### config.mk
export PLATFORM = sky130hd
export DESIGN_NAME = imem_loader
export DESIGN_NICKNAME = d
export VERILOG_FILES = /design/src/rtl/imem_loader.sv
export SDC_FILE = /design/constraint.sdc
export NUM_CORES = 1
export LEC_CHECK = 0
export CAP_MARGIN = 0
export CORE_MARGIN = 1.5
export CORE_UTILIZATION = 40
export DETAILED_ROUTE_END_ITERATION = 8
export MAX_ROUTING_LAYER = met4
export PLACE_DENSITY = 0.69
export SLEW_MARGIN = 10
export SYNTH_ARGS = -nofsm -noshare
export SYNTH_HDL_FRONTEND = slang
export SYNTH_SLANG_ARGS = --single-unit
export TNS_END_PERCENT = 20
### constraint.sdc
create_clock -name clock -period 3.9 [get_ports clock]
set_input_delay 0.78 -clock clock [delete_from_list [all_inputs] [get_ports clock]]
set_output_delay 0.78 -clock clock [all_outputs]
set_load 0.05 [all_outputs]
### src/rtl/imem_loader.sv
// Serial program loader: assembles little-endian bytes into 32-bit words and
// writes them to instruction memory while holding the CPU until the load is done.
module imem_loader #(
    parameter int unsigned DEPTH_LOG2 = 8,
    parameter logic [31:0] START_ADDR = 32'h0000_0000
) (
    input  logic        clock,
    input  logic        reset,
    input  logic        start,
    input  logic [15:0] word_count,
    input  logic [7:0]  byte_in,
    input  logic        byte_valid,
    output logic        byte_ready,
    output logic        wr_en,
    output logic [31:0] wr_addr,
    output logic [31:0] wr_data,
    output logic        cpu_hold,
    output logic        done,
    output logic        error
);

    localparam int unsigned CNT_W  = 16;
    localparam int unsigned ADDR_W = 32;
    localparam int unsigned BIDX_W = 2;

    // Largest legal word_count; one bit wider so 2^16 still fits.
    localparam logic [CNT_W:0] MAX_WORDS = (CNT_W + 1)'(64'd1 << DEPTH_LOG2);

    localparam logic [1:0] IDLE  = 2'd0;
    localparam logic [1:0] RECV  = 2'd1;
    localparam logic [1:0] WRITE = 2'd2;
    localparam logic [1:0] DONE  = 2'd3;

    logic [1:0]        state_q, state_d;
    logic [CNT_W-1:0]  count_q, count_d;
    logic [CNT_W-1:0]  word_idx_q, word_idx_d;
    logic [BIDX_W-1:0] byte_idx_q, byte_idx_d;
    logic [31:0]       word_q, word_d;

    logic              error_d;
    logic              wr_en_d;
    logic [ADDR_W-1:0] wr_addr_d;
    logic [31:0]       wr_data_d;

    logic              start_ok;
    logic              byte_acc;
    logic [CNT_W-1:0]  word_idx_inc;

    // State and datapath registers.
    always_ff @(posedge clock or posedge reset) begin
        if (reset) begin
            state_q    <= IDLE;
            count_q    <= '0;
            word_idx_q <= '0;
            byte_idx_q <= '0;
            word_q     <= '0;
        end else begin
            state_q    <= state_d;
            count_q    <= count_d;
            word_idx_q <= word_idx_d;
            byte_idx_q <= byte_idx_d;
            word_q     <= word_d;
        end
    end

    // Next-state, datapath and next-output logic.
    always_comb begin
        state_d      = state_q;
        count_d      = count_q;
        word_idx_d   = word_idx_q;
        byte_idx_d   = byte_idx_q;
        word_d       = word_q;
        error_d      = error;
        wr_en_d      = 1'b0;
        wr_addr_d    = wr_addr;
        wr_data_d    = wr_data;
        start_ok     = start && ((state_q == IDLE) || (state_q == DONE));
        byte_acc     = byte_valid && byte_ready;
        word_idx_inc = word_idx_q + CNT_W'(1);

        case (state_q)
            IDLE, DONE: begin
                if (start_ok) begin
                    if (word_count == '0) begin
                        state_d = DONE;
                        error_d = 1'b0;
                    end else if ({1'b0, word_count} > MAX_WORDS) begin
                        state_d = IDLE;
                        error_d = 1'b1;
                    end else begin
                        state_d    = RECV;
                        count_d    = word_count;
                        word_idx_d = '0;
                        byte_idx_d = '0;
                        word_d     = '0;
                        error_d    = 1'b0;
                    end
                end
            end
            RECV: begin
                if (byte_acc) begin
                    word_d[{byte_idx_q, 3'b000} +: 8] = byte_in;
                    byte_idx_d = byte_idx_q + BIDX_W'(1);
                    // Fourth byte completes the word; launch the write next cycle.
                    if (byte_idx_q == BIDX_W'(3)) begin
                        state_d   = WRITE;
                        wr_en_d   = 1'b1;
                        wr_addr_d = START_ADDR + {14'b0, word_idx_q, 2'b00};
                        wr_data_d = {byte_in, word_q[23:0]};
                    end
                end
            end
            WRITE: begin
                word_idx_d = word_idx_inc;
                state_d    = (word_idx_inc == count_q) ? DONE : RECV;
            end
            default: begin
                state_d = IDLE;
            end
        endcase
    end

    // Outputs are registered from the next state so they track the FSM exactly.
    always_ff @(posedge clock or posedge reset) begin
        if (reset) begin
            byte_ready <= 1'b0;
            wr_en      <= 1'b0;
            wr_addr    <= '0;
            wr_data    <= '0;
            cpu_hold   <= 1'b1;
            done       <= 1'b0;
            error      <= 1'b0;
        end else begin
            byte_ready <= (state_d == RECV);
            wr_en      <= wr_en_d;
            wr_addr    <= wr_addr_d;
            wr_data    <= wr_data_d;
            cpu_hold   <= (state_d != DONE);
            done       <= (state_d == DONE);
            error      <= error_d;
        end
    end

endmodule

==> impl_metrics.env, run 1 <==
export IMPL_synth_cell_area_um2=5480
export IMPL_yosysTopAreaCellShare_pct=51.1
export IMPL_cts_tree="built"
export IMPL_finish_net_count=608
export IMPL_place_congestion=0.946
export IMPL_power_ir_vdd_worst_mv=0.297
export IMPL_crit_path_end_kind="flop"
export IMPL_dieArea_um2=14400
export IMPL_first_global_vias=4013
export IMPL_area_growth_pct=27.1
export IMPL_postSynthRegisterBits=113
export IMPL_grt_overflow_total=0
export IMPL_layout_commonest_cell="sky130_fd_sc_hd__dfrtp_1"
export IMPL_dr_first_iter_drc_count=198
export IMPL_clk_root_buffer_cell="sky130_fd_sc_hd__clkbuf_16"
export IMPL_routed_wirelength_mm=11.9
export IMPL_status="finished clean"
export IMPL_pin_count_of_the_biggest_net_entering_global_routing=42
export IMPL_filler_cell_count=1149
export IMPL_wire_per_inst_um=15.6
export IMPL_max_cap_violations=0
export IMPL_power_switching_w=0.00138
export IMPL_p_leak_nw=3.23
export IMPL_cts_inserted_buffers=17
export IMPL_cts_post_setup_buffers_inserted=0
export IMPL_yosysWarnings=0
export IMPL_timing_critical_path_fanout_max=15
export IMPL_setup_total_negative_slack_ns=0
export IMPL_drive_gt1_share_pct=15.2
export IMPL_number_of_enable_type_register_cells_in_the_synthesized_netlist=0
export IMPL_final_min_period_over_clock_period_pct=74.9
export IMPL_critical_path_startpoint_type="primary input"
export IMPL_drt_antenna_violating_nets=0
export IMPL_clock_skew_ns=0.00700
export IMPL_comb_power_share_pct=26.9
export IMPL_worstSetupPathType="in -> reg"
export IMPL_hpwlAfterDp_mm=8.50
export IMPL_powerDensity_nw_per_um2=597
export IMPL_globalRouteTotalUtil_pct=18.4
export IMPL_worst_slew_pin_transition_ns=0.682
export IMPL_max_clock_freq_mhz=342
export IMPL_drt_vias_per_instance=5.21
export IMPL_ys_flop_type="sky130_fd_sc_hd__dfrtp_1"
export IMPL_ff_latch_area_um2=2830
export IMPL_area_leader_netlist="sky130_fd_sc_hd__dfrtp_1"
export IMPL_clk_pin_slew_worst_paths_ns=0.05
export IMPL_vias=3962
export IMPL_multiInputGateArea_um2=2340
export IMPL_most_common_layout_cells="sky130_fd_sc_hd__dfrtp_1, sky130_fd_sc_hd__clkdlybuf4s50_1, sky130_fd_sc_hd__nand2_1"
export IMPL_seq_area_frac_synth_pct=51.6
export IMPL_drt_drc_violations_left=0
export IMPL_ctsResizeCount=0
export IMPL_ys_top_cells_by_area="sky130_fd_sc_hd__dfrtp_1, sky130_fd_sc_hd__mux2_2, sky130_fd_sc_hd__nand2_1"
export IMPL_finalNonFillerCells=761
export IMPL_finalWorstPathRequiredPeriod_ns=2.92
export IMPL_grt_setup_unrepaired="false"
export IMPL_setup_viol=0
export IMPL_fp_dieH_um=120
export IMPL_area_of_the_core_region_um2=13300
export IMPL_drt_pass1_iterations=4
export IMPL_fraction_of_power_consumed_by_sequential_logic_pct=35.3
export IMPL_hold_viol=0
export IMPL_post_place_cells=730
export IMPL_internal_power_w=0.00278
export IMPL_number_of_hold_buffers_added_after_cts=0
export IMPL_ys_async_sr_fraction_pct=100
export IMPL_holdCritPathClass="reg -> reg"
export IMPL_cts_sinks=113
export IMPL_top_level_ports=97
export IMPL_drv_slew=0
export IMPL_fp_row_count=42
export IMPL_clock_power_share_pct=37.8
export IMPL_place_port_buffers=80
export IMPL_sw_frac_of_total_pct=33.1
export IMPL_cp_arrival_ns=3.22
export IMPL_avgSynthCellArea_um2=11.0
export IMPL_cts_path_max_buffers=2
export IMPL_die_x_um=120
export IMPL_post_synth_inst_count=500
export IMPL_netlist_cell_type_count=65
export IMPL_starting_utilization_of_the_core_area_pct=41.2
export IMPL_h_tree_depth=4
export IMPL_cp_data_required_time_ns=4.20
export IMPL_slew_headroom_pct=54.4
export IMPL_number_of_diodes=0
export IMPL_clkLatencyLatePin_ns=0.41
export IMPL_number_of_antenna_violations_at_the_first_check_in_global_routing=0
export IMPL_first_pass_grt_wire_length_mm=19.9
[routing by layer]
metal	track usage, %	routed length, um
met2	28.9	5660
met3	4.47	554
met1	22.4	5380
met4	9.08	308
met5	-	0
[worst max-delay path, cell delays in order]
cell and delay [ns]:
sky130_fd_sc_hd__clkdlybuf4s50_1 0.41, sky130_fd_sc_hd__or4_4 0.56, sky130_fd_sc_hd__or3_4 0.41, sky130_fd_sc_hd__a31oi_4 0.39, sky130_fd_sc_hd__nor2_1 0.11, sky130_fd_sc_hd__and4_1 0.33, sky130_fd_sc_hd__a22o_1 0.22
[layout make-up]
| class | count | share of cell area, % |
|---|---|---|
| flip-flops and latches | 113 | 40.6 |
| multi-input cells | 327 | 33.6 |
| repair buffers | 86 | 12.3 |
| clock buffers | 19 | 6.50 |
| well taps | 176 | 3.16 |
| clock inverters | 12 | 2.28 |
| inverters | 28 | 1.54 |
[logic make-up (layout without fill, tap and decap cells)]
kind of cell | count (synthesis) | after routing | share of synthesized area (%)
DFF | 113 | 113 | 51.6
adders and majority gates | 7 | 7 | 1.60
xor gates and xnor gates | 16 | 16 | 2.56
muxes | 57 | 57 | 11.3
buffers and inverters | 75 | 145 | 6.92
and+or+nand+nor | 128 | 128 | 12.6
other | 1 | 16 | 0.0684
AOI/OAI and AO/OA | 103 | 103 | 13.4
[flip-flops by register name, indices dropped and copies added, names as in the netlist]
signal / cells
wr_data: 32
count_q: 16
done: 1
wr_en: 1
error: 1
state_q: 2
byte_ready: 1
word_idx_q: 16
cpu_hold: 1
word_q: 24
byte_idx_q: 2
wr_addr: 16
[path summary, 6_finish.rpt]
kind	from	endpoint	slack, ns	depth (start not counted)
min	wr_data[15]	wr_data[15]	0.47	2
min in group asynchronous	reset	wr_addr[15]	0.76	2
max in group asynchronous	reset	cpu_hold	2.38	3
max	word_count[4]	word_q[19]	0.98	7
min reg2reg	wr_data[15]	wr_data[15]	0.47	2
max reg2reg	word_idx_q[0]	state_q[1]	1.19	7
[power by group through the flow]
| stage | logic (W) | registers [W] | clock network, W |
|---|---|---|---|
| final | 0.00112 | 0.00147 | 0.00157 |
| after global routing | 0.00122 | 0.00149 | 0.00166 |
| after CTS | 0.00112 | 0.00147 | 0.00160 |
| after detailed placement | 0.00112 | 0.00149 | 0 |
| after global placement | 0.00109 | 0.00148 | 0 |
| after floorplan | 0.000672 | 0.00164 | 0 |
[synthesized netlist by cell type (2+ instances only)]
| cell | count |
|---|---|
| sky130_fd_sc_hd__a22oi_1 | 3 |
| sky130_fd_sc_hd__a211oi_1 | 2 |
| sky130_fd_sc_hd__nand3_1 | 8 |
| sky130_fd_sc_hd__a22o_1 | 19 |
| sky130_fd_sc_hd__nor2_1 | 4 |
| sky130_fd_sc_hd__clkbuf_2 | 2 |
| sky130_fd_sc_hd__buf_4 | 17 |
| sky130_fd_sc_hd__nor4_1 | 6 |
| sky130_fd_sc_hd__nand2b_1 | 4 |
| sky130_fd_sc_hd__nand4b_1 | 2 |
| sky130_fd_sc_hd__a21oi_1 | 10 |
| sky130_fd_sc_hd__nand2_1 | 51 |
| sky130_fd_sc_hd__nand3b_1 | 2 |
| sky130_fd_sc_hd__o21ai_0 | 33 |
| sky130_fd_sc_hd__nand4_1 | 5 |
| sky130_fd_sc_hd__inv_1 | 28 |
| sky130_fd_sc_hd__a2111oi_0 | 2 |
| sky130_fd_sc_hd__dfrtp_1 | 112 |
| sky130_fd_sc_hd__o21bai_1 | 2 |
| sky130_fd_sc_hd__ha_1 | 7 |
| sky130_fd_sc_hd__clkbuf_1 | 12 |
| sky130_fd_sc_hd__buf_2 | 7 |
| sky130_fd_sc_hd__buf_1 | 6 |
| sky130_fd_sc_hd__nor3_1 | 11 |
| sky130_fd_sc_hd__xnor2_1 | 10 |
| sky130_fd_sc_hd__o22ai_1 | 2 |
| sky130_fd_sc_hd__mux2i_1 | 18 |
| sky130_fd_sc_hd__or4_1 | 2 |
| sky130_fd_sc_hd__and4_1 | 6 |
| sky130_fd_sc_hd__mux2_2 | 39 |
| sky130_fd_sc_hd__nor2b_1 | 8 |
| sky130_fd_sc_hd__or3_1 | 5 |
| sky130_fd_sc_hd__a31oi_1 | 4 |
| sky130_fd_sc_hd__buf_6 | 3 |
| sky130_fd_sc_hd__xor2_1 | 6 |
| sky130_fd_sc_hd__and3_1 | 5 |
| sky130_fd_sc_hd__o31ai_1 | 2 |
| sky130_fd_sc_hd__o2bb2ai_1 | 2 |
| sky130_fd_sc_hd__a21o_1 | 7 |
[stage by stage]
stage	utilization [%]	hold slack (ns)	power [W]	instance area (um2)	worst slack, ns
after CTS	52.4	0.483	0.00419	6960	0.985
after global placement	47.8	0.462	0.00257	6350	0.578
after global routing	52.4	0.507	0.00438	6970	0.869
after detailed placement	47.8	0.471	0.00260	6350	0.559
after floorplan	-	0.469	0.00231	5540	0.134
final	52.4	0.474	0.00416	6970	0.980
No activity file was read; power rests on OpenSTA's default activity.
==> run 2, diff against run 1 <==
==> constraint.sdc (replaced) <==
create_clock -name clock -period 2.55 [get_ports clock]
set_input_delay 0.51 -clock clock [delete_from_list [all_inputs] [get_ports clock]]
set_output_delay 0.51 -clock clock [all_outputs]
set_load 0.05 [all_outputs]
==> run 2 against run 1 <==
Against the previous run: largest cell class unchanged; routed wire length is 5.1% higher; non-clock buffer count is 33 higher; global-route usage is 0.91 points higher.
==> impl_metrics.env, run 2 (synthesis results as in run 1) <==
export IMPL_status="finished clean"
export IMPL_finalWorstPathRequiredPeriod_ns=2.49
export IMPL_cp_arrival_ns=2.82
export IMPL_grt_setup_unrepaired="true"
export IMPL_critical_path_startpoint_type="primary input"
export IMPL_fp_row_count=42
export IMPL_finalNonFillerCells=795
export IMPL_number_of_antenna_violations_at_the_first_check_in_global_routing=0
export IMPL_cts_inserted_buffers=17
export IMPL_final_min_period_over_clock_period_pct=97.8
export IMPL_max_cap_violations=0
export IMPL_clk_pin_slew_worst_paths_ns=0.05
export IMPL_dr_first_iter_drc_count=251
export IMPL_routed_wirelength_mm=12.5
export IMPL_drt_antenna_violating_nets=0
export IMPL_starting_utilization_of_the_core_area_pct=41.2
export IMPL_powerDensity_nw_per_um2=931
export IMPL_wire_per_inst_um=15.7
export IMPL_fp_dieH_um=120
export IMPL_worst_slew_pin_transition_ns=0.607
export IMPL_largestRegisters="wr_data: 32 flops, word_q: 24 flops"
export IMPL_routed_wl_met2_mm=6.06
export IMPL_pin_count_of_the_biggest_net_entering_global_routing=114
export IMPL_clkLatencyLatePin_ns=0.41
export IMPL_number_of_diodes=0
export IMPL_area_growth_pct=33.4
export IMPL_cp_data_required_time_ns=2.88
export IMPL_place_port_buffers=80
export IMPL_post_route_worst_setup_slack_ns=0.0566
export IMPL_clock_skew_ns=0.00674
export IMPL_slew_headroom_pct=59.5
export IMPL_die_x_um=120
export IMPL_grt_overflow_total=0
export IMPL_max_clock_freq_mhz=401
export IMPL_cts_tree="built"
export IMPL_detailed_routing_wirelength_on_met1_mm=5.78
export IMPL_drive_gt1_share_pct=19.5
export IMPL_dieArea_um2=14400
export IMPL_most_common_layout_cells="sky130_fd_sc_hd__dfrtp_1, sky130_fd_sc_hd__clkdlybuf4s50_1, sky130_fd_sc_hd__nand2_1"
export IMPL_drt_vias_per_instance=5.13
export IMPL_post_place_cells=761
export IMPL_dpl_worst_slack_ns=-0.386
export IMPL_area_of_the_core_region_um2=13300
export IMPL_p_leak_nw=3.44
export IMPL_max_flop_register="wr_data"
export IMPL_setup_total_negative_slack_ns=0
export IMPL_first_global_vias=4012
export IMPL_clk_root_buffer_cell="sky130_fd_sc_hd__clkbuf_16"
export IMPL_wl_met3_um=560
export IMPL_hold_viol=0
export IMPL_number_of_hold_buffers_added_after_cts=0
export IMPL_vias=4076
export IMPL_min_from="wr_data[10]"
export IMPL_power_ir_vdd_worst_mv=0.395
export IMPL_holdCritPathClass="reg -> reg"
export IMPL_setup_viol=0
export IMPL_h_tree_depth=4
export IMPL_drt_pass1_iterations=4
export IMPL_crit_start="word_count[3]"
export IMPL_cts_path_max_buffers=2
export IMPL_drt_drc_violations_left=0
export IMPL_top_level_ports=97
export IMPL_crit_path_end_kind="flop"
export IMPL_globalRouteTotalUtil_pct=19.4
export IMPL_worstSetupPathType="in -> reg"
export IMPL_highest_signal_layer="met4"
export IMPL_largest_register_ffs=32
export IMPL_first_pass_grt_wire_length_mm=20.9
export IMPL_place_congestion=0.877
export IMPL_timing_critical_path_fanout_max=8
export IMPL_reg2reg_from="word_idx_q[1]"
export IMPL_cts_sinks=113
export IMPL_hpwlAfterDp_mm=8.89
export IMPL_finish_net_count=641
export IMPL_layout_commonest_cell="sky130_fd_sc_hd__dfrtp_1"
export IMPL_drv_slew=0
[run 2: changes by cell type in the layout (fill, tap and decap cells not counted), sizes merged]
cell	previous run	this run
buf	6	39
clkbuf	19	23
clkinvlp	5	1
inv	29	27
clkinv	3	4
bufinv	3	5
[run 2: layout make-up]
cell class	instances	area [um2]
fill	1130	5980
multi-input combinational	327	2340
sequential	113	2830
inverter	28	109
clock inverter	9	178
timing repair buffer	119	1160
clock buffer	23	478
tap	176	220
[run 2: critical path, cell delays in order]
cell and delay (ns):
sky130_fd_sc_hd__clkdlybuf4s50_1 0.41, sky130_fd_sc_hd__or4_1 0.53, sky130_fd_sc_hd__buf_4 0.16, sky130_fd_sc_hd__or3_4 0.36, sky130_fd_sc_hd__and3_4 0.18, sky130_fd_sc_hd__a21oi_4 0.18, sky130_fd_sc_hd__a21o_1 0.15, sky130_fd_sc_hd__buf_12 0.14
sky130_fd_sc_hd__mux2i_1 0.21
[run 2: what timing repair did]
item | CTS | global route
buffers inserted | 0 | 2
setup endpoints to repair | 0 | 20
gates resized for setup | 0 | 2
[run 2: per-layer routing]
layer,track usage [%],vias to the layer above
met5,-,-
met4,7.74,0
met3,4.75,9
met2,28.9,114
met1,25.4,1994
li1,-,1959
[run 2: through the flow]
stage	instance area, um2	power (W)	hold WS (ns)	utilization [%]
finish	7310	0.00681	0.478	55.0
global route	7310	0.00716	0.507	55.0
CTS	7290	0.00687	0.485	54.8
detailed placement	6630	0.00423	0.474	49.9
global placement	6630	0.00416	0.462	49.9
floorplan	5540	0.00353	0.469	-
[run 2: where the power goes]
group	switching [W]	total [W]	leakage (nW)	internal (W)
logic	0.00119	0.00199	1.58	0.000802
registers	0.000152	0.00222	1.55	0.00206
clock network	0.000795	0.00260	0.321	0.00181
total	0.00213	0.00681	3.44	0.00468
[run 2: worst paths after layout]
kind,endpoint,slack [ns],cells past startpoint
worst max-delay path,word_q[10],0.06,9
worst min-delay path,wr_data[10],0.48,2
worst max register to register,done,0.14,7
worst min register to register,wr_data[10],0.48,2
max in group asynchronous,word_idx_q[3],1.48,3
min in group asynchronous,wr_data[24],0.61,3
